==> src/rtl/pipeline_pkg.sv <==
// Shared pipeline types: stage occupancy states, the default bubble control
// value, and packed views of the stage buses carried through elastic_stage_reg.
package pipeline_pkg;

    typedef enum logic [1:0] {
        EMPTY = 2'd0,
        BUSY  = 2'd1,
        FULL  = 2'd2
    } stage_state_t;

    localparam logic [7:0] CTRL_BUBBLE_DEFAULT = 8'h00;

    // A bubble must decode to all-zero enables, so every strobe is active-high.
    typedef struct packed {
        logic       reg_write;
        logic       mem_write;
        logic       mem_read;
        logic       branch;
        logic [3:0] alu_op;
    } stage_ctrl_t;

    typedef struct packed {
        logic [15:0] imm;
        logic [4:0]  rd;
        logic [4:0]  rs1;
        logic [5:0]  opcode;
    } stage_data_t;

    localparam int STAGE_CTRL_W = $bits(stage_ctrl_t);
    localparam int STAGE_DATA_W = $bits(stage_data_t);

endpackage

==> src/rtl/elastic_stage_reg.sv <==
// Valid/ready pipeline stage register with flush, masked control output, an
// optional two-entry skid buffer and a saturating back-pressure counter.
module elastic_stage_reg
    import pipeline_pkg::*;
#(
    parameter int                 DATA_W      = 32,
    parameter int                 CTRL_W      = 8,
    parameter logic [CTRL_W-1:0]  CTRL_BUBBLE = CTRL_W'(CTRL_BUBBLE_DEFAULT),
    parameter int                 SKID        = 1,
    parameter int                 CNT_W       = 16
) (
    input  logic              clock,
    input  logic              reset,
    input  logic              flush,
    input  logic              in_valid,
    output logic              in_ready,
    input  logic [DATA_W-1:0] in_data,
    input  logic [CTRL_W-1:0] in_ctrl,
    output logic              out_valid,
    input  logic              out_ready,
    output logic [DATA_W-1:0] out_data,
    output logic [CTRL_W-1:0] out_ctrl,
    output logic [CNT_W-1:0]  stall_cnt,
    input  logic              cnt_clear
);

    logic [DATA_W-1:0] data_q, data_d;
    logic [CTRL_W-1:0] ctrl_q, ctrl_d;
    logic              valid;
    logic [CNT_W-1:0]  cnt_q, cnt_d;

    generate
        if (SKID != 0) begin : g_skid
            stage_state_t      state_q, state_d;
            logic [DATA_W-1:0] skid_data_q, skid_data_d;
            logic [CTRL_W-1:0] skid_ctrl_q, skid_ctrl_d;
            logic              in_ready_q, in_ready_d;
            logic              up, dn;

            always_comb begin
                state_d     = state_q;
                data_d      = data_q;
                ctrl_d      = ctrl_q;
                skid_data_d = skid_data_q;
                skid_ctrl_d = skid_ctrl_q;
                up          = in_valid && in_ready_q;
                dn          = (state_q != EMPTY) && out_ready;
                if (flush) begin
                    state_d = EMPTY;
                end else begin
                    unique case (state_q)
                        EMPTY: begin
                            if (up) begin
                                data_d  = in_data;
                                ctrl_d  = in_ctrl;
                                state_d = BUSY;
                            end
                        end
                        BUSY: begin
                            if (up && dn) begin
                                data_d = in_data;
                                ctrl_d = in_ctrl;
                            end else if (up) begin
                                skid_data_d = in_data;
                                skid_ctrl_d = in_ctrl;
                                state_d     = FULL;
                            end else if (dn) begin
                                state_d = EMPTY;
                            end
                        end
                        FULL: begin
                            if (dn) begin
                                data_d  = skid_data_q;
                                ctrl_d  = skid_ctrl_q;
                                state_d = BUSY;
                            end
                        end
                        default: state_d = EMPTY;
                    endcase
                end
                // in_ready is registered so out_ready never reaches it combinationally.
                in_ready_d = (state_d != FULL);
            end

            always_ff @(posedge clock or posedge reset) begin
                if (reset) begin
                    state_q     <= EMPTY;
                    data_q      <= '0;
                    ctrl_q      <= CTRL_BUBBLE;
                    skid_data_q <= '0;
                    skid_ctrl_q <= CTRL_BUBBLE;
                    in_ready_q  <= 1'b1;
                end else begin
                    state_q     <= state_d;
                    data_q      <= data_d;
                    ctrl_q      <= ctrl_d;
                    skid_data_q <= skid_data_d;
                    skid_ctrl_q <= skid_ctrl_d;
                    in_ready_q  <= in_ready_d;
                end
            end

            assign valid    = (state_q != EMPTY);
            assign in_ready = in_ready_q;
        end else begin : g_single
            logic valid_q, valid_d;
            logic up, dn;

            assign in_ready = !valid_q || out_ready;

            always_comb begin
                valid_d = valid_q;
                data_d  = data_q;
                ctrl_d  = ctrl_q;
                up      = in_valid && in_ready;
                dn      = valid_q && out_ready;
                if (flush) begin
                    valid_d = 1'b0;
                end else if (up) begin
                    valid_d = 1'b1;
                    data_d  = in_data;
                    ctrl_d  = in_ctrl;
                end else if (dn) begin
                    valid_d = 1'b0;
                end
            end

            always_ff @(posedge clock or posedge reset) begin
                if (reset) begin
                    valid_q <= 1'b0;
                    data_q  <= '0;
                    ctrl_q  <= CTRL_BUBBLE;
                end else begin
                    valid_q <= valid_d;
                    data_q  <= data_d;
                    ctrl_q  <= ctrl_d;
                end
            end

            assign valid = valid_q;
        end
    endgenerate

    always_comb begin
        cnt_d = cnt_q;
        if (cnt_clear) begin
            cnt_d = '0;
        end else if (valid && !out_ready && (cnt_q != {CNT_W{1'b1}})) begin
            cnt_d = cnt_q + 1'b1;
        end
    end

    always_ff @(posedge clock or posedge reset) begin
        if (reset) begin
            cnt_q <= '0;
        end else begin
            cnt_q <= cnt_d;
        end
    end

    assign out_valid = valid;
    assign out_data  = data_q;
    assign out_ctrl  = valid ? ctrl_q : CTRL_BUBBLE;
    assign stall_cnt = cnt_q;

endmodule

==> config.mk <==
export PLATFORM = sky130hd
export DESIGN_NAME = elastic_stage_reg
export DESIGN_NICKNAME = d
export VERILOG_FILES = /design/src/rtl/pipeline_pkg.sv /design/src/rtl/elastic_stage_reg.sv
export SDC_FILE = /design/constraint.sdc
export NUM_CORES = 1
export LEC_CHECK = 0
export BUFFER_PORTS_ARGS = -buffer_cell sky130_fd_sc_hd__buf_2
export CELL_PAD_IN_SITES_DETAIL_PLACEMENT = 1
export CELL_PAD_IN_SITES_GLOBAL_PLACEMENT = 2
export CORE_ASPECT_RATIO = 1.2
export CORE_MARGIN = 8
export CORE_UTILIZATION = 30
export DETAILED_ROUTE_END_ITERATION = 8
export GPL_TIMING_DRIVEN = 0
export PLACE_DENSITY_LB_ADDON = 0.2
export SETUP_SLACK_MARGIN = 0.15
export SYNTH_ARGS = -nofsm -noshare
export SYNTH_HDL_FRONTEND = slang
export SYNTH_SLANG_ARGS = --single-unit
==> constraint.sdc <==
create_clock -name clock -period 4.8 [get_ports clock]
set_clock_uncertainty 0.05 [all_clocks]
set_input_delay 0.96 -clock clock [delete_from_list [all_inputs] [get_ports clock]]
set_output_delay 0.96 -clock clock [all_outputs]
set_load 0.02 [all_outputs]
==> impl_table.tex, run 1 <==
\begin{tabular}{lr}
\hline
Metric & Value \\
\hline
\multicolumn{2}{l}{\textbf{Critical path}} \\
\quad R2R Path End & out\_data[8]\$\_DFFE\_PP0P\_ \\
\quad Crit Path Category & flip-flop to primary output \\
\quad Reg2Reg Depth & 5 \\
\quad Sort of element at the end of the critical path & primary output \\
\quad Crit path to & out\_ctrl[2] \\
\quad Arrival time at the worst endpoint & around 1700 ps \\
\quad Delay-heaviest family, CP & simple AND/OR/NAND/NOR gates \\
\quad Start point of the critical path & g\_skid.state\_q[0]\$\_DFF\_PP0\_ \\
\quad Max FO, Critical Path & 9 \\
\quad Data required time of the critical path & 3790 ps \\
\quad Register-to-Register Setup Slack & 2510 ps \\
\quad Bufs and invs on worst path & 1 \\
\quad Crit path cell chain & nor2\_1, nor2b\_1, buf\_2 \\
\quad Startpoint of the worst-slack reg-to-reg timing path & in\_ready\$\_DFF\_PP1\_ \\
\quad Longest individual stage delay on the worst path & approximately 600 ps \\
\quad Sort of element at the start of the critical path & flip-flop \\
\quad Cell at the slowest stage of the critical path & nor2\_1 \\
\quad Critical Path Stages & 3 \\
\multicolumn{2}{l}{\textbf{Clock network}} \\
\quad Post-CTS Repair Setup Buffers & 0 \\
\quad Total clock buffers created by CTS & 9 \\
\quad Clock net sink count & 99 \\
\quad Post-cts sizing count & 0 \\
\quad CTS tree & yes \\
\quad Post-cts hold buffer count & 0 \\
\quad Clock root buffer master & clkbuf\_16 \\
\quad Clock transition at the register clock pins on the worst setup and hold paths after CTS & approximately 70 ps \\
\quad Longest Clk Path Bufs & 2 \\
\quad H-tree Lvls & 3 \\
\quad Clock latency on the worst-skew pair & 340 ps \\
\multicolumn{2}{l}{\textbf{STA}} \\
\quad Fin crit share & 0.563 \\
\quad Worst slack on hold paths & approximately 430 ps \\
\quad Slew headroom & 0.506 \\
\quad Transition time at the pin with the least slew margin & 739 ps \\
\quad Number of hold-slack violations in the final timing report & 0 \\
\quad Max Clk Rate & about 0.37 GHz \\
\quad Final Slew Violations & 0 \\
\quad Final setup violation count & 0 \\
\quad Unrepaired setup endpoints after global routing & false \\
\quad Time the worst path needs with I/O delays and setup & roughly 2700 ps \\
\quad Sum of negative setup slack & 0 ps \\
\multicolumn{2}{l}{\textbf{Power and ir drop}} \\
\quad Power share of the clock group & 0.340 \\
\quad Sw Share & 0.268 \\
\quad Sw power & roughly 630 uW \\
\quad PnR Total Power & about 2400 uW \\
\quad Leakage power total & 0.00260 uW \\
\quad Pwr/cell area & just over 400 nW/um\^{}2 \\
\quad VDD IR max & between 150 and 200 uV \\
\quad Portion of total power attributed to sequential cells & 0.465 \\
\quad Cell-internal power & about 1700 uW \\
\quad Share of power burned in combinational logic & 0.196 \\
\multicolumn{2}{l}{\textbf{Logic synthesis}} \\
\quad Asr flop ratio synth & 1.00 \\
\quad Number of instances in the synthesized netlist & between 300 and 400 \\
\quad Count of state elements after synthesis & 99 \\
\quad Syn avg cell area & 13.4 sq um \\
\quad Seq/Total Area, Yosys & 0.542 \\
\quad Post-synth design cell area & between 4000 and 5000 sq um \\
\quad Syn. warnings & 0 \\
\quad Synth Flop Type & dfrtp\_1 \\
\quad EDFF count, synth & 0 \\
\quad Library cells used by synthesis & 40 \\
\quad Post-Syn Nets & $\sim$390 \\
\multicolumn{2}{l}{\textbf{Floorplan}} \\
\quad Top-Level Pins & roughly 100 \\
\quad Number of placement rows & 49 \\
\quad Vert. Die Dim & between 150 and 200 microns \\
\quad Floorplan Core Area & about 15,000 sq um \\
\quad Area of the die & roughly 19,000 sq um \\
\quad Die boundary width & roughly 130 microns \\
\quad Initial core utilization & 0.306 \\
\multicolumn{2}{l}{\textbf{Detailed routing}} \\
\quad Vias per std cell & roughly 4.7 \\
\quad Via count & around 3.1k \\
\quad Antenna-violating nets left & 0 \\
\quad Total wirelength of the detailed-routed design & around 11,000 microns \\
\quad Initial detailed-routing violation count & about 70 \\
\quad Total iterations of the first detailed-routing run & 4 \\
\quad Detail-routed net length per standard cell & 17.0 microns \\
\quad Count of unresolved DRC violations after routing & 0 \\
\multicolumn{2}{l}{\textbf{Global routing}} \\
\quad Total routing resource utilization after global routing & 0.124 \\
\quad Initial antenna violation count & 0 \\
\quad Via count of the first global-routing pass & roughly 3.6k \\
\quad Global-route wire length before repair & between 15,000 and 20,000 microns \\
\quad Largest net degree at the start of global routing & 57 \\
\quad Total overflow reported by the global router & 0 \\
\multicolumn{2}{l}{\textbf{Placed design}} \\
\quad GPL Wtd Cong & 0.701 \\
\quad Placed Cells & between 600 and 700 \\
\quad Number of buffer cells added on primary ports & between 100 and 150 \\
\quad Total half-perimeter wirelength after legalization and detailed placement & roughly 8200 microns \\
\multicolumn{2}{l}{\textbf{Cells and area}} \\
\quad Layout area overhead & 24.9\% \\
\quad Share of post-route cells with drive strength above 1 & 0.565 \\
\quad Highest-count cells in the layout ignoring fill and taps & mux2\_2 (125), buf\_2 (110), dfrtp\_1 (98) \\
\quad Non-filler instance count after layout & about 670 \\
\quad Leading cell type in the layout, fill and taps excluded & mux2\_2 \\
\quad Number of filler instances in the final layout & between 1.5k and 2k \\
\quad Final-stage net count & $\sim$500 \\
\multicolumn{2}{l}{\textbf{Hold path}} \\
\quad Hold Path Class & flip-flop to flip-flop \\
\multicolumn{2}{l}{\textbf{Job}} \\
\quad Max cap viols & 0 \\
\multicolumn{2}{l}{\textbf{Run status}} \\
\quad Result of the run & finished clean \\
\hline
\end{tabular}
==> sequential cells by signal, indices dropped and copies added, names as in the netlist <==
name / flops
ctrl_q: 8
stall_cnt: 16
in_ready: 1
g_skid.skid_ctrl_q: 8
g_skid.skid_data_q: 32
g_skid.state_q: 2
out_data: 32
==> cell families after synthesis <==
group,count (synthesis),synth area share
mux,127,0.313
compound gates,24,0.0356
flops,99,0.542
simple gates,64,0.0832
buf+inv,25,0.0238
fa+ha+maj,1,0.00274
==> cell usage after synthesis, drive strengths merged, types with 2 or more instances <==
cell,number,area (sq um)
nor4,4,40.0
inv,7,26.3
buf,11,50.0
or4,5,38.8
o31ai,4,30.0
nor3b,2,15.0
nand3,6,35.0
a21oi,8,40.0
mux2,126,1420
dfrtp,98,2450
nand2,8,30.0
nand4,4,31.3
clkbuf,6,23.8
o41ai,2,17.5
nor2,11,41.3
nor2b,13,81.3
nor3,4,20.0
o21ai,2,10.0
or3,3,18.8
o21bai,3,22.5
==> per-layer routing <==
metal,part of all wire,wire [microns],GRT usage
met1,0.39,4380,0.132
met2,0.53,6030,0.220
met3,0.062,705,0.0409
met4,0.018,201,0.0530
met5,0,0,0
==> area by class of cell <==
cell class / count / area (sq um) / share of cell area
Sequential cell: 99 / 2480 / 0.434
Clock inverter: 5 / 82.6 / 0.0145
Tap cell: 204 / 255 / 0.0447
Clock buffer: 11 / 253 / 0.0443
Multi-Input combinational cell: 216 / 1980 / 0.348
Antenna cell: 1 / 2.50 / 0.000438
Inverter: 7 / 28.8 / 0.00504
Buffer: 18 / 82.6 / 0.0145
Timing Repair Buffer: 104 / 543 / 0.0951
==> worst min path at each step <==
stage / from / end / slack, ps / depth (start not counted)
3_5_place_dp: out_data[26]$_DFFE_PP0P_ / out_data[26]$_DFFE_PP0P_ / 420 / 1
3_3_place_gp: out_data[26]$_DFFE_PP0P_ / out_data[26]$_DFFE_PP0P_ / 420 / 1
6_report: out_data[26]$_DFFE_PP0P_ / out_data[26]$_DFFE_PP0P_ / 430 / 1
2_1_floorplan: ctrl_q[0]$_DFFE_PP0P_ / ctrl_q[0]$_DFFE_PP0P_ / 420 / 1
5_1_grt: out_data[13]$_DFFE_PP0P_ / out_data[13]$_DFFE_PP0P_ / 470 / 1
4_1_cts: out_data[26]$_DFFE_PP0P_ / out_data[26]$_DFFE_PP0P_ / 440 / 1
==> power groups by stage <==
| stage | combinational [uW] | clock [uW] | sequential (uW) |
|---|---|---|---|
| 2_1_floorplan | 247 | 0 | 1170 |
| 3_3_place_gp | 460 | 0 | 1110 |
| 3_5_place_dp | 478 | 0 | 1120 |
| 4_1_cts | 478 | 843 | 1100 |
| 5_1_grt | 510 | 871 | 1130 |
| 6_report | 463 | 805 | 1100 |
==> through the flow <==
step,util,cell area (sq um),worst slack (ps)
3_3_place_gp,0.357,5340,-232
4_1_cts,0.382,5710,1980
6_report,0.382,5710,2100
3_5_place_dp,0.359,5370,1920
5_1_grt,0.382,5710,1970
2_1_floorplan,-,4570,1200
(Power assumes the default switching activity.)
==> run 2: changes to the inputs <==
- ABC_AREA: default -> 1
- CORE_UTILIZATION: 30 -> 29
- clock period: 4.8 -> 2.2 ns (I/O delays scaled with it)
==> run 2 against run 1 <==
Effect of this change: design area rose by 3.6%; combinational power rose by 100%; sequential share of layout area fell by 1.5 points; non-clock buffer count rose by 10; hold slack got worse by 230 ps; first-iteration DRC count rose by 110%; final cell count rose by 35%; critical path depth did not move; sequential power rose by 110%; largest power group unchanged.
==> impl_table.tex, run 2 <==
\begin{tabular}{lr}
\hline
Metric & Value \\
\hline
\multicolumn{2}{l}{\textbf{Run status}} \\
\quad Result of the run & finished clean \\
\multicolumn{2}{l}{\textbf{Critical path}} \\
\quad Bufs and invs on worst path & 1 (unchanged) \\
\quad Arrival time at the worst endpoint & 1360 ps (-330 ps) \\
\quad Delay-heaviest family, CP & flip-flops \\
\quad Sort of element at the start of the critical path & flip-flop \\
\quad Max FO, Critical Path & 10 (+1) \\
\quad Cell at the slowest stage of the critical path & dfrtp\_1 \\
\quad Longest individual stage delay on the worst path & 450 ps (-150 ps) \\
\quad Crit Path Category & flip-flop to primary output \\
\quad Data required time of the critical path & 1710 ps (-2080 ps) \\
\quad Crit path cell chain & nor2\_4, nor2\_1, buf\_2 \\
\quad Sort of element at the end of the critical path & primary output \\
\multicolumn{2}{l}{\textbf{Global routing}} \\
\quad Global-route wire length before repair & 24,600 microns (+31\%) \\
\quad Initial antenna violation count & 2 (+2) \\
\quad Total overflow reported by the global router & 0 (unchanged) \\
\quad Via count of the first global-routing pass & 4,799 (+32\%) \\
\quad Largest net degree at the start of global routing & 39 (-32\%) \\
\quad Total routing resource utilization after global routing & 0.148 (+0.0240) \\
\multicolumn{2}{l}{\textbf{Power and ir drop}} \\
\quad VDD IR max & 304 uV (+76\%) \\
\quad Pwr/cell area & 861 nW/um\^{}2 (+110\%) \\
\quad Portion of total power attributed to sequential cells & 0.446 (-0.019) \\
\quad Power share of the clock group & 0.371 (+0.031) \\
\quad Cell-internal power & 3640 uW (+110\%) \\
\quad Leakage power total & 0.00287 uW (+10\%) \\
\quad Sw power & 1450 uW (+130\%) \\
\quad Sw Share & 0.285 (+0.0170) \\
\quad Share of power burned in combinational logic & 0.183 (-0.013) \\
\multicolumn{2}{l}{\textbf{STA}} \\
\quad Worst slack on hold paths & 197 ps (-234 ps) \\
\quad Minimum setup slack in the final design & 351 ps (-1750 ps) \\
\quad Number of hold-slack violations in the final timing report & 0 (unchanged) \\
\quad Slew headroom & 0.436 (-0.0697) \\
\quad Time the worst path needs with I/O delays and setup & approximately 1800 ps \\
\quad Fin crit share & 0.841 \\
\quad Unrepaired setup endpoints after global routing & false \\
\quad Transition time at the pin with the least slew margin & 844 ps (+106 ps) \\
\quad Final setup violation count & 0 (unchanged) \\
\quad Max Clk Rate & roughly 0.54 GHz \\
\quad Final Slew Violations & 0 (unchanged) \\
\multicolumn{2}{l}{\textbf{Clock network}} \\
\quad Total clock buffers created by CTS & 9 (unchanged) \\
\quad Clock root buffer master & clkbuf\_16 \\
\quad Clock transition at the register clock pins on the worst setup and hold paths after CTS & 70 ps (about the same) \\
\quad Post-cts hold buffer count & 0 (unchanged) \\
\quad Post-CTS Repair Setup Buffers & 0 (unchanged) \\
\quad Longest Clk Path Bufs & 2 (unchanged) \\
\quad CTS tree & yes \\
\quad H-tree Lvls & 3 (unchanged) \\
\quad Clock latency on the worst-skew pair & 350 ps (about the same) \\
\quad Clock net sink count & 99 (unchanged) \\
\quad Post-cts sizing count & 0 (unchanged) \\
\multicolumn{2}{l}{\textbf{Logic synthesis}} \\
\quad Area fraction of the dominant cell type after synthesis & 0.518 (-0.0184) \\
\quad Synthesized-area fraction occupied by adder cells & 0.00264 (-0.0000940) \\
\quad Syn. warnings & 0 (unchanged) \\
\quad Main combinational cell family by area after synthesis & simple AND/OR/NAND/NOR gates \\
\quad Largest cells by area after synthesis & dfrtp\_1 (52\%), nand2\_1 (11\%), o21a\_1 (5.1\%) \\
\quad Cell type with the highest aggregate area in the netlist & dfrtp\_1 \\
\quad Fraction of the mapped netlist area in compound gates & 0.158 (+0.123) \\
\quad Library cells used by synthesis & 29 (-28\%) \\
\quad Xor/xnor cell area share of the yosys netlist & 0.0111 (+0.0111) \\
\quad Syn avg cell area & 8.41 sq um (-37\%) \\
\quad Count of state elements after synthesis & 99 (unchanged) \\
\quad Most instantiated cells after synthesis & nand2\_1 (135), dfrtp\_1 (98), inv\_1 (63), nor2\_1 (63), o21ai\_0 (40) \\
\quad Post-Syn Nets & 610 (+58\%) \\
\quad EDFF count, synth & 0 (unchanged) \\
\quad Multiplexer fraction of the synthesized cell area & 0 (-0.313) \\
\quad Asr flop ratio synth & 1.00 (unchanged) \\
\quad Synth Flop Type & dfrtp\_1 \\
\quad Most common cell in the netlist & nand2\_1 \\
\quad Simple-gate area share of the yosys netlist & 0.218 (+0.135) \\
\quad Seq/Total Area, Yosys & 0.524 (-0.0186) \\
\quad Post-synth design cell area & 4730 sq um (+3.6\%) \\
\quad Number of instances in the synthesized netlist & 563 (+66\%) \\
\multicolumn{2}{l}{\textbf{Cells and area}} \\
\quad Share of post-route cells with drive strength above 1 & 0.230 (-0.336) \\
\quad Post-route core utilization & 0.368 (-0.0139) \\
\quad Leading cell type in the layout, fill and taps excluded & nand2\_1 \\
\quad Non-filler instance count after layout & 898 (+35\%) \\
\quad Number of filler instances in the final layout & 1,996 (+21\%) \\
\quad Layout area overhead & 24.9\% (about the same) \\
\quad Final-stage net count & 726 (+45\%) \\
\quad Highest-count cells in the layout ignoring fill and taps & nand2\_1 (135), buf\_2 (111), dfrtp\_1 (98) \\
\quad Post-route cell area & 5910 sq um (+3.6\%) \\
\multicolumn{2}{l}{\textbf{Floorplan}} \\
\quad Floorplan Core Area & 16,100 sq um (+7.5\%) \\
\quad Vert. Die Dim & 156 microns (+3.1\%) \\
\quad Number of placement rows & 51 (+4.1\%) \\
\quad Area of the die & 20,700 sq um (+6.3\%) \\
\quad Initial core utilization & 0.294 (-0.0112) \\
\quad Top-Level Pins & 104 (unchanged) \\
\quad Die boundary width & 133 microns (+3.1\%) \\
\multicolumn{2}{l}{\textbf{Detailed routing}} \\
\quad Vias per std cell & 4.67 (-0.50\%) \\
\quad Via count & 4,196 (+34\%) \\
\quad Total iterations of the first detailed-routing run & 7 (+3) \\
\quad Detail-routed net length per standard cell & 16.1 microns (-5.4\%) \\
\quad Count of unresolved DRC violations after routing & 0 (unchanged) \\
\quad Antenna-violating nets left & 0 (unchanged) \\
\quad Total wirelength of the detailed-routed design & 14,500 microns (+28\%) \\
\quad Initial detailed-routing violation count & 142 (+110\%) \\
\multicolumn{2}{l}{\textbf{Placed design}} \\
\quad GPL Wtd Cong & 0.717 (+2.3\%) \\
\quad Post-Place Cell Area & 5560 sq um (+3.5\%) \\
\quad Worst slack, placed & 344 ps (-1570 ps) \\
\quad Number of buffer cells added on primary ports & 103 (unchanged) \\
\quad Placed Cells & 880 (+36\%) \\
\quad Total half-perimeter wirelength after legalization and detailed placement & 10,600 microns (+28\%) \\
\multicolumn{2}{l}{\textbf{Job}} \\
\quad Max cap viols & 0 (unchanged) \\
\multicolumn{2}{l}{\textbf{Hold path}} \\
\quad Hold Path Class & input port to async pin \\
\hline
\end{tabular}
run 2: stage by stage:
step	TNS, ps	power (uW)
floorplan	0	2900
global placement	-29240	3220
detailed placement	0	3260
CTS	0	5190
global route	0	5380
finish	0	5090
run 2: worst reg2reg max path: cells and delay by family, from the launching register on:
kind	cells	cell delay [ps]
AND/OR/NAND/NOR	6	730
flip-flops	1	440
adder cells (fa/ha/maj)	1	300
buffers and inverters	2	260
run 2: layout make-up:
class | count | area [sq um] | share of cell area
Sequential cell | 99 | 2480 | 0.419
Multi-Input combinational cell | 372 | 1850 | 0.312
Timing Repair Buffer | 105 | 556 | 0.0939
Tap cell | 212 | 265 | 0.0448
Inverter | 65 | 248 | 0.0419
Clock buffer | 11 | 243 | 0.0410
Buffer | 27 | 164 | 0.0277
Clock inverter | 5 | 108 | 0.0182
Antenna cell | 2 | 5.00 | 0.000846
run 2: power groups by stage:
stage / Clock (uW) / Sequential [uW] / Combinational (uW)
CTS: 1950 / 2280 / 960
detailed placement: 0 / 2310 / 953
global placement: 0 / 2300 / 916
finish: 1890 / 2270 / 932
global route: 2010 / 2310 / 1060
floorplan: 0 / 2420 / 481
run 2: layer usage:
layer / GRT usage / up-vias / routed length (microns)
met1: 0.173 / 2078 / 6340
li1: - / 2033 / -
met2: 0.258 / 70 / 7250
met3: 0.0351 / 15 / 622
met4: 0.0558 / 0 / 234
met5: 0 / - / 0
run 2: final timing paths:
kind                                        startpoint                           endpoint  slack [ps]  cells past startpoint
min in group clock                          in_data[4]  g_skid.skid_data_q[4]$_DFFE_PP0P_         300                      3
setup reg to reg              stall_cnt[0]$_DFFE_PP0P_          stall_cnt[10]$_DFFE_PP0P_         350                      9
max in group asynchronous                        reset                 in_ready$_DFF_PP1_        1210                      3
hold reg to reg               out_data[10]$_DFFE_PP0P_           out_data[10]$_DFFE_PP0P_         440                      1
setup / recovery           g_skid.state_q[0]$_DFF_PP0_                        out_ctrl[7]         350                      3
hold / removal                                   reset           out_data[26]$_DFFE_PP0P_         200                      2
run 2: cell families (layout without fill, tap and decap cells):
logic type	count (synthesis)	after routing
flip-flops	99	99
other	0	2
buffers and inverters	92	213
XOR/XNOR	6	6
AO/OA/AOI/OAI	127	127
AND/OR/NAND/NOR	238	238
adder cells (fa/ha/maj)	1	1
